==> src/rtl/sc_tx_pkg.sv <==
// Shared constants and types for the slow-control TX arbiter.
// Field widths, channel limit, one-hot FSM encoding and pointer wrap helper.
package sc_tx_pkg;

    localparam int DATA_W  = 8;
    localparam int PORT_W  = 16;
    localparam int IP_W    = 32;
    localparam int ERR_W   = 8;
    localparam int MAX_NCH = 8;
    localparam int IDX_W   = 3;

    typedef enum logic [2:0] {
        ST_IDLE    = 3'b001,
        ST_GRANT   = 3'b010,
        ST_RELEASE = 3'b100
    } state_e;

    // Advance a channel index by one, wrapping back to 0 after the last channel.
    function automatic logic [IDX_W-1:0] wrap_inc(input logic [IDX_W-1:0] idx, input int nch);
        logic [IDX_W-1:0] nxt;
        if (int'(idx) + 1 >= nch) begin
            nxt = '0;
        end else begin
            nxt = idx + 1'b1;
        end
        return nxt;
    endfunction

endpackage

==> src/rtl/sc_rr_pick.sv <==
// Combinational picker: first requesting channel at or after ptr (rr=1, wrapping)
// or lowest requesting index (rr=0). Returns one-hot grant, its index and a valid flag.
module sc_rr_pick
    import sc_tx_pkg::*;
#(
    parameter int NCH = 3
) (
    input  logic [NCH-1:0]   req,
    input  logic [IDX_W-1:0] ptr,
    input  logic             rr,
    output logic [NCH-1:0]   grant_oh,
    output logic [IDX_W-1:0] grant_idx,
    output logic             grant_vld
);

    // Walk the candidates in priority order k = 0..NCH-1; the first requester found wins.
    always_comb begin
        grant_oh  = '0;
        grant_idx = '0;
        grant_vld = 1'b0;
        for (int k = 0; k < NCH; k++) begin
            for (int j = 0; j < NCH; j++) begin
                if (!grant_vld && req[j] && ((((rr ? int'(ptr) : 0) + k) % NCH) == j)) begin
                    grant_vld   = 1'b1;
                    grant_oh[j] = 1'b1;
                    grant_idx   = IDX_W'(j);
                end
            end
        end
    end

endmodule

==> src/rtl/sc_tx_arbiter.sv <==
// N-channel arbiter in front of the UDP TX engine: grant held until ch_done, fields muxed.
// Optional grant watchdog compiled in with `define SC_TX_ARB_WATCHDOG_EN.
module sc_tx_arbiter
    import sc_tx_pkg::*;
#(
    parameter int NCH     = 3,
    parameter int TIMEOUT = 65535
) (
    input  logic                  clk,
    input  logic                  rstn,
    input  logic                  cfg_rr,
    input  logic [NCH-1:0]        ch_req,
    input  logic [NCH-1:0]        ch_start,
    input  logic [NCH-1:0]        ch_done,
    input  logic [DATA_W*NCH-1:0] ch_data,
    input  logic [PORT_W*NCH-1:0] ch_srcport,
    input  logic [PORT_W*NCH-1:0] ch_dstport,
    input  logic [PORT_W*NCH-1:0] ch_length,
    input  logic [IP_W*NCH-1:0]   ch_dstip,
    output logic [NCH-1:0]        ch_ack,
    output logic                  tx_req,
    input  logic                  tx_ack,
    output logic                  tx_start,
    output logic                  tx_done,
    output logic [DATA_W-1:0]     tx_data,
    output logic [PORT_W-1:0]     tx_srcport,
    output logic [PORT_W-1:0]     tx_dstport,
    output logic [PORT_W-1:0]     tx_length,
    output logic [IP_W-1:0]       tx_dstip,
    output logic                  tx_abort,
    output logic [ERR_W-1:0]      err_cnt
);

    if (NCH < 1 || NCH > MAX_NCH || TIMEOUT < 1) begin : g_cfg_check
        $error("sc_tx_arbiter: NCH must be 1..8 and TIMEOUT at least 1");
    end

    state_e           state_q, state_d;
    logic [NCH-1:0]   ack_q, ack_d;
    logic [IDX_W-1:0] ptr_q, ptr_d;

    logic [NCH-1:0]   pick_oh;
    logic [IDX_W-1:0] pick_idx;
    logic             pick_vld;

    logic             granted;
    logic             cur_done;
    logic             wd_hit;
    logic [NCH-1:0]   sel_oh;

    sc_rr_pick #(
        .NCH (NCH)
    ) u_pick (
        .req       (ch_req),
        .ptr       (ptr_q),
        .rr        (cfg_rr),
        .grant_oh  (pick_oh),
        .grant_idx (pick_idx),
        .grant_vld (pick_vld)
    );

    assign granted  = (state_q == ST_GRANT);
    assign cur_done = |(ch_done & ack_q);
    assign tx_req   = |ch_req;
    assign ch_ack   = granted ? ack_q : '0;

    always_comb begin
        state_d = state_q;
        ack_d   = ack_q;
        ptr_d   = ptr_q;
        case (state_q)
            ST_IDLE: begin
                if (tx_ack && pick_vld) begin
                    state_d = ST_GRANT;
                    ack_d   = pick_oh;
                    if (cfg_rr) begin
                        ptr_d = wrap_inc(pick_idx, NCH);
                    end
                end
            end
            ST_GRANT: begin
                if (cur_done || wd_hit) begin
                    state_d = ST_RELEASE;
                end
            end
            ST_RELEASE: begin
                state_d = ST_IDLE;
            end
            default: begin
                state_d = ST_IDLE;
            end
        endcase
    end

    always_ff @(posedge clk or negedge rstn) begin
        if (!rstn) begin
            state_q <= ST_IDLE;
            ack_q   <= '0;
            ptr_q   <= '0;
        end else begin
            state_q <= state_d;
            ack_q   <= ack_d;
            ptr_q   <= ptr_d;
        end
    end

    // Outside a grant the engine sees channel 0's fields with start low and done high.
    always_comb begin
        sel_oh     = granted ? ack_q : NCH'(1);
        tx_data    = ch_data[DATA_W-1:0];
        tx_srcport = ch_srcport[PORT_W-1:0];
        tx_dstport = ch_dstport[PORT_W-1:0];
        tx_length  = ch_length[PORT_W-1:0];
        tx_dstip   = ch_dstip[IP_W-1:0];
        for (int j = 0; j < NCH; j++) begin
            if (sel_oh[j]) begin
                tx_data    = ch_data[j*DATA_W +: DATA_W];
                tx_srcport = ch_srcport[j*PORT_W +: PORT_W];
                tx_dstport = ch_dstport[j*PORT_W +: PORT_W];
                tx_length  = ch_length[j*PORT_W +: PORT_W];
                tx_dstip   = ch_dstip[j*IP_W +: IP_W];
            end
        end
        tx_start = granted & |(ch_start & ack_q);
        tx_done  = granted ? cur_done : 1'b1;
    end

`ifdef SC_TX_ARB_WATCHDOG_EN
    localparam int WD_W = (TIMEOUT > 1) ? $clog2(TIMEOUT) : 1;

    logic [WD_W-1:0]  wd_q, wd_d;
    logic             abort_q, abort_d;
    logic [ERR_W-1:0] err_q, err_d;

    assign wd_hit = (wd_q == WD_W'(TIMEOUT - 1));

    // Counter sits at 0 outside GRANT; a done arriving on the limit cycle takes priority.
    always_comb begin
        wd_d    = '0;
        abort_d = 1'b0;
        err_d   = err_q;
        if (granted) begin
            wd_d = wd_q + 1'b1;
            if (wd_hit && !cur_done) begin
                abort_d = 1'b1;
                if (err_q != {ERR_W{1'b1}}) begin
                    err_d = err_q + 1'b1;
                end
            end
        end
    end

    always_ff @(posedge clk or negedge rstn) begin
        if (!rstn) begin
            wd_q    <= '0;
            abort_q <= 1'b0;
            err_q   <= '0;
        end else begin
            wd_q    <= wd_d;
            abort_q <= abort_d;
            err_q   <= err_d;
        end
    end

    assign tx_abort = abort_q;
    assign err_cnt  = err_q;
`else
    assign wd_hit   = 1'b0;
    assign tx_abort = 1'b0;
    assign err_cnt  = '0;
`endif

endmodule

==> config.mk <==
export PLATFORM = sky130hd
export DESIGN_NAME = sc_tx_arbiter
export DESIGN_NICKNAME = d
export VERILOG_FILES = /design/src/rtl/sc_tx_pkg.sv /design/src/rtl/sc_rr_pick.sv /design/src/rtl/sc_tx_arbiter.sv
export SDC_FILE = /design/constraint.sdc
export NUM_CORES = 1
export LEC_CHECK = 0
export ABC_AREA = 1
export BUFFER_PORTS_ARGS = -buffer_cell sky130_fd_sc_hd__buf_2
export CORE_AREA = 8 8 140 142
export CTS_BUF_LIST = sky130_fd_sc_hd__clkbuf_16
export DETAILED_ROUTE_END_ITERATION = 8
export DIE_AREA = 0 0 148 150
export PLACE_DENSITY_LB_ADDON = 0.12
export SLEW_MARGIN = 20
export SYNTH_ARGS = -nofsm -noshare
export SYNTH_HDL_FRONTEND = slang
export SYNTH_SLANG_ARGS = --single-unit
==> constraint.sdc <==
create_clock -name clk -period 9.1 [get_ports clk]
set_clock_uncertainty 0.05 [all_clocks]
set_input_delay 1.82 -clock clk [delete_from_list [all_inputs] [get_ports clk]]
set_output_delay 1.82 -clock clk [all_outputs]
set_load 0.01 [all_outputs]
==> results.toml, run 1 <==
[placed_design]
globalplace.congestion = 0.915
port_buffers = 370
pre_cts_ws_ns = 2.86
dp_hpwl_mm = 20.4
dpl_cell_area_mm2 = 0.00537

[die]
io-pin-count = 380
die-area_mm2 = 0.0222
die_x_um = 148
core-area_mm2 = 0.0175
num_rows = 49
initial_utilization = 0.193
die_h_um = 150

[timing]
finalSetupTns_ns = 0
hold_viol_final = 0
timing.final.crit_period_ns = 5.97
finalMaxSlewViolations = 0
hold_ws_ns = 0.494
fmax_mhz = 168
rsz0062_at_grt = "no"
worst_pin_slew_ns = 1.08
max_slew_margin = 0.283
post-route-period-util = 0.656
layout_setup_ws_ns = 3.13
setup_viol = 0

[yosys]
yosysTopAreaCell = "nand2_1"
synthTopCellsByArea = "nand2_1 28%, a31oi_1 16%, nor2_1 12%"
ys_seq_elements = 9
ys_warn_count = 0
ys_async_sr_fraction = 1.00
synth_edf_count = 0
synthesis.area_mm2 = 0.00338
ys_seq_area_frac = 0.0671
synthDistinctLibCells = 36
synth_top_area_share = 0.279
synth-main-ff-cell = "dfrtp_1"
syn_area_per_cell_um2 = 5.07
syn_inst = 666

[finish]
nFillCells = 2074
multiInputGateArea_mm2 = 0.00279
fin_nets = 1300
design_area_mm2 = 0.00546
layout-drive-gt1-share = 0.407
regArea_um2 = 226
area_growth_pct = 61.6
post-route-util = 0.311

[clocking]
cts_resized = 0
holdBufCountCts = 0
path_clk_slew_ns = 0.04
cts-root-buf = "clkbuf_16"
cts_tree = "yes"
h-tree-depth = 1
clock-sinks = 9
cts_buffers = 3
cts_buffer_depth = 2
post_cts_buffers = 0
insertion_delay_ns = 0.23

[power_and_ir_drop]
p_leak_uw = 0.00324
power_density_mw_per_mm2 = 113
ir_worst_vdd_v = 0.0000597

[detailed_routing]
drt_wl_total_mm = 23.8
wl_per_cell_um = 19.2
first_pass_iters = 5
vias = 5549
drt-initial-drc-count = 384
drc = 0
vias_per_cell = 4.49
antenna_left = 0

[setup_path]
critPathRequiredTime_ns = 9.17
cp_data_arrival_time_ns = 6.03
critPathMostFrequentCell = "ha_1"
critPathSlowestCell = "ha_1"
cp.buffers_inverters = 4
critPathMaxStageDelay_ns = 0.35
critPathMaxFanout = 10
critPathLaunchType = "input pin"
path_class = "in -> reg"
setup.worst_path.end_class = "flip-flop"
rrSetupSlack_ns = 4.49
crit_family = "simple AND/OR/NAND/NOR gates"

[global_route]
grt_pass1_vias = 5352
grt_use_total = 0.195
antenna_found_initial = 4
grt_overflow_total = 0
grt_max_degree = 110
grt_pass1_wl_mm = 33.4

[status]
outcome = "finished, final reports clean"

[min_path]
holdCritPathClass = "reg -> reg"

[flow_run]
cap_violations = 0
final timing paths:
check,depth (start not counted),to,from
min in group asynchronous,1,ptr_q[2]$_DFFE_PN0P_,rstn
max,29,ptr_q[1]$_DFFE_PN0P_,cfg_rr
min,2,ack_q[0]$_DFFE_PN0P_,ack_q[0]$_DFFE_PN0P_
min reg2reg,2,ack_q[0]$_DFFE_PN0P_,ack_q[0]$_DFFE_PN0P_
max reg2reg,28,ptr_q[1]$_DFFE_PN0P_,ptr_q[0]$_DFFE_PN0P_
max in group asynchronous,1,state_q[0]$_DFFE_PN1P_,rstn
worst min-delay path, stage by stage (launching register included):
cell,delay (ns)
dfrtp_1,0.39
nand2_1,0.07
nand2_1,0.05
cell families after synthesis:
family | synth area share
compound gates | 0.208
xor+xnor | 0.00259
fa+ha+maj | 0.0630
buf+inv | 0.118
flops | 0.0671
other cells | 0.00111
simple gates | 0.540
area by class of cell:
type / instances / area share
diodes: 3 / 0.00138
repair buffers: 373 / 0.343
inverters: 51 / 0.0355
well taps: 229 / 0.0525
clock buffers: 3 / 0.0138
multi-input cells: 568 / 0.511
flip-flops and latches: 9 / 0.0415
clock inverters: 1 / 0.000688
state kept, by name (all words and copies together), names as in the netlist:
| register | cells |
|---|---|
| ptr_q | 3 |
| ack_q | 3 |
| state_q | 3 |
where the power goes:
| part | leakage [uW] | switching [uW] | internal (uW) |
|---|---|---|---|
| clock | 0.0000423 | 18.5 | 57.3 |
| combinational | 0.00309 | 290 | 183 |
| sequential | 0.000117 | 13.9 | 54.8 |
synth_stat cells, types with 2 or more instances:
| cell | n |
|---|---|
| nand3_1 | 29 |
| nand2_1 | 251 |
| inv_1 | 42 |
| dfrtp_1 | 8 |
| nor2_2 | 3 |
| buf_4 | 9 |
| nor2_4 | 2 |
| nor2_1 | 110 |
| a31oi_1 | 88 |
| nand4_1 | 6 |
| nand3b_1 | 2 |
| nand3_2 | 5 |
| ha_1 | 17 |
| o21ai_0 | 13 |
| inv_2 | 6 |
| clkinv_1 | 3 |
| and2_1 | 2 |
| nand2_4 | 5 |
| o21ai_1 | 5 |
| a21oi_1 | 6 |
| nand2_2 | 3 |
| clkbuf_1 | 37 |
metal layers:
metal,GRT usage,vias up,wire length (um),part of all wire
met5,0,-,13,0.00055
met4,0.0250,2,186,0.0078
met3,0.104,13,3460,0.15
met2,0.302,278,10500,0.44
met1,0.240,2409,9610,0.40
li1,-,2847,-,-
through the flow:
| stage | instances | total power (uW) |
|---|---|---|
| 5_1_grt | 1236 | 685 |
| 4_1_cts | 1234 | 622 |
| 3_5_place_dp | 1230 | 543 |
| 3_3_place_gp | 1230 | 545 |
| 2_1_floorplan | 674 | 358 |
| 6_report | 1237 | 617 |
cell usage in the layout, fill, tap and decap left out, drive strengths merged:
cell type  synthesis  routed
buf                9     373
nand2            259     259
nor2             116     116
a31oi             88      88
inv               48      50
nand3             35      35
o21ai             18      18
ha                17      17
conb               1       9
dfrtp              8       8
a21oi              7       7
nand4              7       7
diode              0       3
clkbuf            37       3
and2               3       3
clkinv             3       2
nand3b             2       2
nor3               1       1
or3                1       1
or2                1       1
and3b              1       1
xor2               1       1
o211ai             1       1
o21a               1       1
dfstp              1       1
Power figures use the tool's default switching activity.
==> inputs of run 2 (changes only) <==
==> constraint.sdc (replaced) <==
create_clock -name clk -period 4.8 [get_ports clk]
set_clock_uncertainty 0.05 [all_clocks]
set_input_delay 0.96 -clock clk [delete_from_list [all_inputs] [get_ports clk]]
set_output_delay 0.96 -clock clk [all_outputs]
set_load 0.01 [all_outputs]
==> run 2 against run 1 <==
Compared with the run above: die area unchanged; final cell count up 1.7%; clock power up 91%; sequential cell count unchanged; hold slack worse by 0.00053 ns; critical path depth down 1; register-to-register slack worse by 3.5 ns; global-route usage up 0.32 points; count of clock-buffer cells in the layout unchanged; cell area up 3.4%; highest routed layer unchanged.
==> results.toml, run 2 (synthesis results as in run 1) <==
[status]
outcome = "finished, final reports clean"

[power_and_ir_drop]
p_total_uw = 1210
power_density_mw_per_mm2 = 214
p_leak_uw = 0.00336
ir_worst_vdd_v = 0.000112

[setup_path]
cp.depth = 28
critPathLaunchType = "input pin"
critPathMaxFanout = 6
r2r_cells = 27
critPathSlowestCell = "ha_1"
critPathMaxStageDelay_ns = 0.22
cp_data_arrival_time_ns = 4.42
setup.worst_path.end_class = "flip-flop"
critPathMostFrequentCell = "nand2_1"
critPathRequiredTime_ns = 4.87
path_class = "in -> reg"
crit_family = "simple AND/OR/NAND/NOR gates"
cp.buffers_inverters = 6

[global_route]
grt_overflow_total = 0
antenna_found_initial = 2
grt_use_total = 0.198
grt_pass1_vias = 5336
grt_max_degree = 65
grt_pass1_wl_mm = 33.7

[clocking]
cts_tree = "yes"
cts_buffer_depth = 2
holdBufCountCts = 0
h-tree-depth = 1
cts_buffers = 3
insertion_delay_ns = 0.23
cts-root-buf = "clkbuf_16"
path_clk_slew_ns = 0.04
post_cts_buffers = 0
clock-sinks = 9

[finish]
design_area_mm2 = 0.00564
final_common_cell = "buf_2"
fin_nets = 1321
top_regs = "ack_q (3), ptr_q (3), state_q (3)"
area_growth_pct = 67.2
layout-drive-gt1-share = 0.421
instances_no_fill = 1258
final_cell_mix = "370 x buf_2, 250 x nand2_1, 110 x nor2_1, 88 x a31oi_1, 42 x inv_1"

[timing]
rsz0062_at_grt = "no"
max_slew_margin = 0.566
hold_ws_ns = 0.493
setup_viol = 0
finalSetupTns_ns = 0
post-route-period-util = 0.906
finalMaxSlewViolations = 0
fmax_mhz = 230
worst_pin_slew_ns = 0.651
timing.final.crit_period_ns = 4.35
hold_viol_final = 0

[min_path]
min_path_cells = 2
holdCritPathClass = "reg -> reg"

[detailed_routing]
antenna_left = 0
drt-initial-drc-count = 354
first_pass_iters = 7
drt_wl_total_mm = 24.3
vias_per_cell = 4.44
drc = 0
vias = 5591
wl_per_cell_um = 19.3

[die]
die_h_um = 150
die_x_um = 148
die-area_mm2 = 0.0222
initial_utilization = 0.193
io-pin-count = 380
core-area_mm2 = 0.0175
num_rows = 49

[placed_design]
globalplace.congestion = 0.921
dpl_cell_area_mm2 = 0.00555
dp_cells = 1251
port_buffers = 370
dp_hpwl_mm = 21.1

[flow_run]
cap_violations = 0
-- run 2: changes by cell type in the layout (fill, tap and decap cells not counted), sizes merged --
cell / before / now
buf: 373 / 394
-- run 2: what timing repair did --
action	4_1_cts	5_1_grt
endpoints found under the hold margin	0	0
endpoints found under the setup margin	0	9
gates resized for setup	0	3
-- run 2: metal layers --
| layer | routed length (um) | vias to the layer above | global-route usage |
|---|---|---|---|
| li1 | - | 2887 | - |
| met1 | 9910 | 2417 | 0.243 |
| met2 | 10700 | 275 | 0.307 |
| met3 | 3540 | 10 | 0.114 |
| met4 | 101 | 2 | 0.0148 |
| met5 | 13 | - | 0 |
-- run 2: worst min-delay path, stage by stage, from the launching register on --
cell	delay (ns)
dfrtp_1	0.39
nand2_1	0.07
nand2_1	0.06
-- run 2: area by class of cell --
cell class / instances / area, um^2
multi-input cells: 568 / 2790
well taps: 229 / 287
flip-flops and latches: 9 / 226
fillers: 2126 / 11900
inverters: 51 / 194
diodes: 3 / 7.51
repair buffers: 394 / 2060
clock inverters: 1 / 3.75
clock buffers: 3 / 75.1
-- run 2: power breakdown --
group	internal (uW)	switching (uW)	leakage, uW
Combinational	371	558	0.00320
Clock	109	36.2	0.0000423
Sequential	104	28.6	0.000117
-- run 2: final timing paths --
check                           slack, ns                endpoint                 start
worst max-delay path                 0.45    ack_q[2]$_DFFE_PN0P_                cfg_rr
worst min-delay path                 0.49    ack_q[2]$_DFFE_PN0P_  ack_q[2]$_DFFE_PN0P_
max in group asynchronous            3.94  state_q[0]$_DFFE_PN1P_                  rstn
min in group asynchronous            0.52    ptr_q[2]$_DFFE_PN0P_                  rstn
worst max register to register       0.96    ack_q[2]$_DFFE_PN0P_  ptr_q[1]$_DFFE_PN0P_
worst min register to register       0.49    ack_q[2]$_DFFE_PN0P_  ack_q[2]$_DFFE_PN0P_
-- run 2: stage by stage --
| stage | worst slack, ns | util |
|---|---|---|
| 3_3_place_gp | 0.152 | 0.317 |
| 3_5_place_dp | 0.0356 | 0.317 |
| 2_1_floorplan | 0.272 | - |
| 4_1_cts | 0.281 | 0.321 |
| 5_1_grt | 0.0551 | 0.322 |
| 6_report | 0.452 | 0.322 |
==> inputs of run 3 (changes only) <==
--- a/config.mk
+++ b/config.mk
@@ -7,7 +7,7 @@
 export LEC_CHECK = 0
 export ABC_AREA = 1
 export BUFFER_PORTS_ARGS = -buffer_cell sky130_fd_sc_hd__buf_2
-export CORE_AREA = 8 8 140 142
+export CORE_AREA = 2 2 146 148
 export CTS_BUF_LIST = sky130_fd_sc_hd__clkbuf_16
 export DETAILED_ROUTE_END_ITERATION = 8
 export DIE_AREA = 0 0 148 150
==> run 3 against run 2 <==
Compared with the run above: die area unchanged; hold slack better by 0.0042 ns; register-to-register slack better by 0.03 ns; highest routed layer unchanged; global-route usage up 0.67 points; final cell count up 4.1%; routed wire length up 0.83%; sequential power about the same; setup slack better by 0.029 ns; cell area up 2.2%; core utilization down 4.3 points; count of clock-buffer cells in the layout unchanged; sequential share of layout area down 0.085 points.
==> results.toml, run 3 (synthesis results as in run 1) <==
[status]
outcome = "finished, final reports clean"

[clocking]
cts_resized = 0
post_cts_buffers = 0
cts_buffer_depth = 2
cts-root-buf = "clkbuf_16"
holdBufCountCts = 0
path_clk_slew_ns = 0.04
clock-sinks = 9
insertion_delay_ns = 0.23
h-tree-depth = 1
cts_tree = "yes"
cts_buffers = 3

[placed_design]
pre_cts_ws_ns = 0.112
globalplace.congestion = 0.837
dp_hpwl_mm = 21.4
port_buffers = 370

[die]
io-pin-count = 380
num_rows = 53
die_x_um = 148
die-area_mm2 = 0.0222
die_h_um = 150
initial_utilization = 0.163
core-area_mm2 = 0.0207

[global_route]
grt_overflow_total = 0
grt_use_total = 0.205
grt_pass1_wl_mm = 33.7
grt_max_degree = 89
grt_pass1_vias = 5297
antenna_found_initial = 6

[setup_path]
path_class = "in -> reg"
crit_family = "simple AND/OR/NAND/NOR gates"
critPathLaunchType = "input pin"
critPathRequiredTime_ns = 4.87
cp.buffers_inverters = 5
cp_data_arrival_time_ns = 4.39
critPathMostFrequentCell = "nand2_1"
critPathSlowestCell = "ha_1"
setup.worst_path.end_class = "flip-flop"
critPathMaxStageDelay_ns = 0.22
critPathMaxFanout = 6

[detailed_routing]
wl_per_cell_um = 18.7
drt_wl_total_mm = 24.5
drt-initial-drc-count = 281
vias_per_cell = 4.28
first_pass_iters = 4
vias = 5604
antenna_left = 0
drc = 0

[finish]
regArea_um2 = 226
multiInputGateArea_mm2 = 0.00279
top_regs = "ack_q (3), ptr_q (3), state_q (3)"
final_cell_mix = "370 x buf_2, 250 x nand2_1, 110 x nor2_1, 88 x a31oi_1, 42 x inv_1"
area_growth_pct = 70.8
layout-drive-gt1-share = 0.425
fin_nets = 1329
nFillCells = 2509
final_common_cell = "buf_2"

[min_path]
holdCritPathClass = "reg -> reg"

[timing]
timing.final.crit_period_ns = 4.32
rsz0062_at_grt = "no"
post-route-period-util = 0.900
finalSetupTns_ns = 0
max_slew_margin = 0.492
hold_viol_final = 0
fmax_mhz = 232
finalMaxSlewViolations = 0
setup_viol = 0
layout_setup_ws_ns = 0.481
worst_pin_slew_ns = 0.759

[power_and_ir_drop]
p_total_uw = 1240
power_density_mw_per_mm2 = 215
p_leak_uw = 0.00341
ir_worst_vdd_v = 0.000139

[flow_run]
cap_violations = 0
==> run 3: cell types whose count changed in the layout (fill, tap and decap cells not counted) <==
cell     delta
diode_2     -2
buf_4       +7
buf_12      +1
o21ai_1     +1
o21ai_2     -1
==> run 3: layout make-up <==
cell class                 count  share of cell area
inverter                      51              0.0336
sequential                     9              0.0393
clock buffer                   3              0.0130
tap                          275              0.0597
multi-input combinational    568               0.484
clock inverter                 1            0.000651
antenna                        1            0.000434
timing repair buffer         402               0.369
==> run 3: per-stage QoR <==
step / hold slack [ns] / std cells / area [um^2] / util
floorplan: 0.425 / 674 / 3410 / -
global placement: 0.490 / 1305 / 5680 / 0.275
detailed placement: 0.493 / 1305 / 5680 / 0.275
CTS: 0.503 / 1309 / 5760 / 0.278
global route: 0.531 / 1309 / 5760 / 0.278
finish: 0.498 / 1310 / 5760 / 0.279
==> run 3: per-layer routing <==
layer	GRT usage	vias to the layer above	routed length, um
met5	0	-	9
met4	0.00857	2	57
met3	0.153	8	4560
met2	0.315	270	10400
met1	0.241	2416	9470
li1	-	2908	-
==> run 3: worst reg2reg max path, delay by kind of cell (launching register included) <==
| kind | cells | cell delay (ns) |
|---|---|---|
| AO/OA/AOI/OAI | 4 | 0.42 |
| adder cells (fa/ha/maj) | 4 | 0.80 |
| buffers and inverters | 5 | 0.43 |
| flip-flops | 1 | 0.42 |
| AND/OR/NAND/NOR | 18 | 1.58 |
==> run 3: report_power, final <==
group	internal [uW]	switching [uW]	total [uW]
combinational	385	580	965
sequential	104	27.4	131
clock	109	36.2	145
total	598	644	1240
==> run 3: path summary, 6_finish.rpt <==
check                                     start                endpoint  slack (ns)  depth (start not counted)
max reg2reg                ptr_q[0]$_DFFE_PN0P_    ack_q[2]$_DFFE_PN0P_        0.99                         31
min in group asynchronous                  rstn    ptr_q[2]$_DFFE_PN0P_        0.52                          1
max in group asynchronous                  rstn  state_q[0]$_DFFE_PN1P_        3.93                          1
min reg2reg                ack_q[2]$_DFFE_PN0P_    ack_q[2]$_DFFE_PN0P_        0.50                          2
min                        ack_q[2]$_DFFE_PN0P_    ack_q[2]$_DFFE_PN0P_        0.50                          2
max                                      cfg_rr    ack_q[2]$_DFFE_PN0P_        0.48                         31
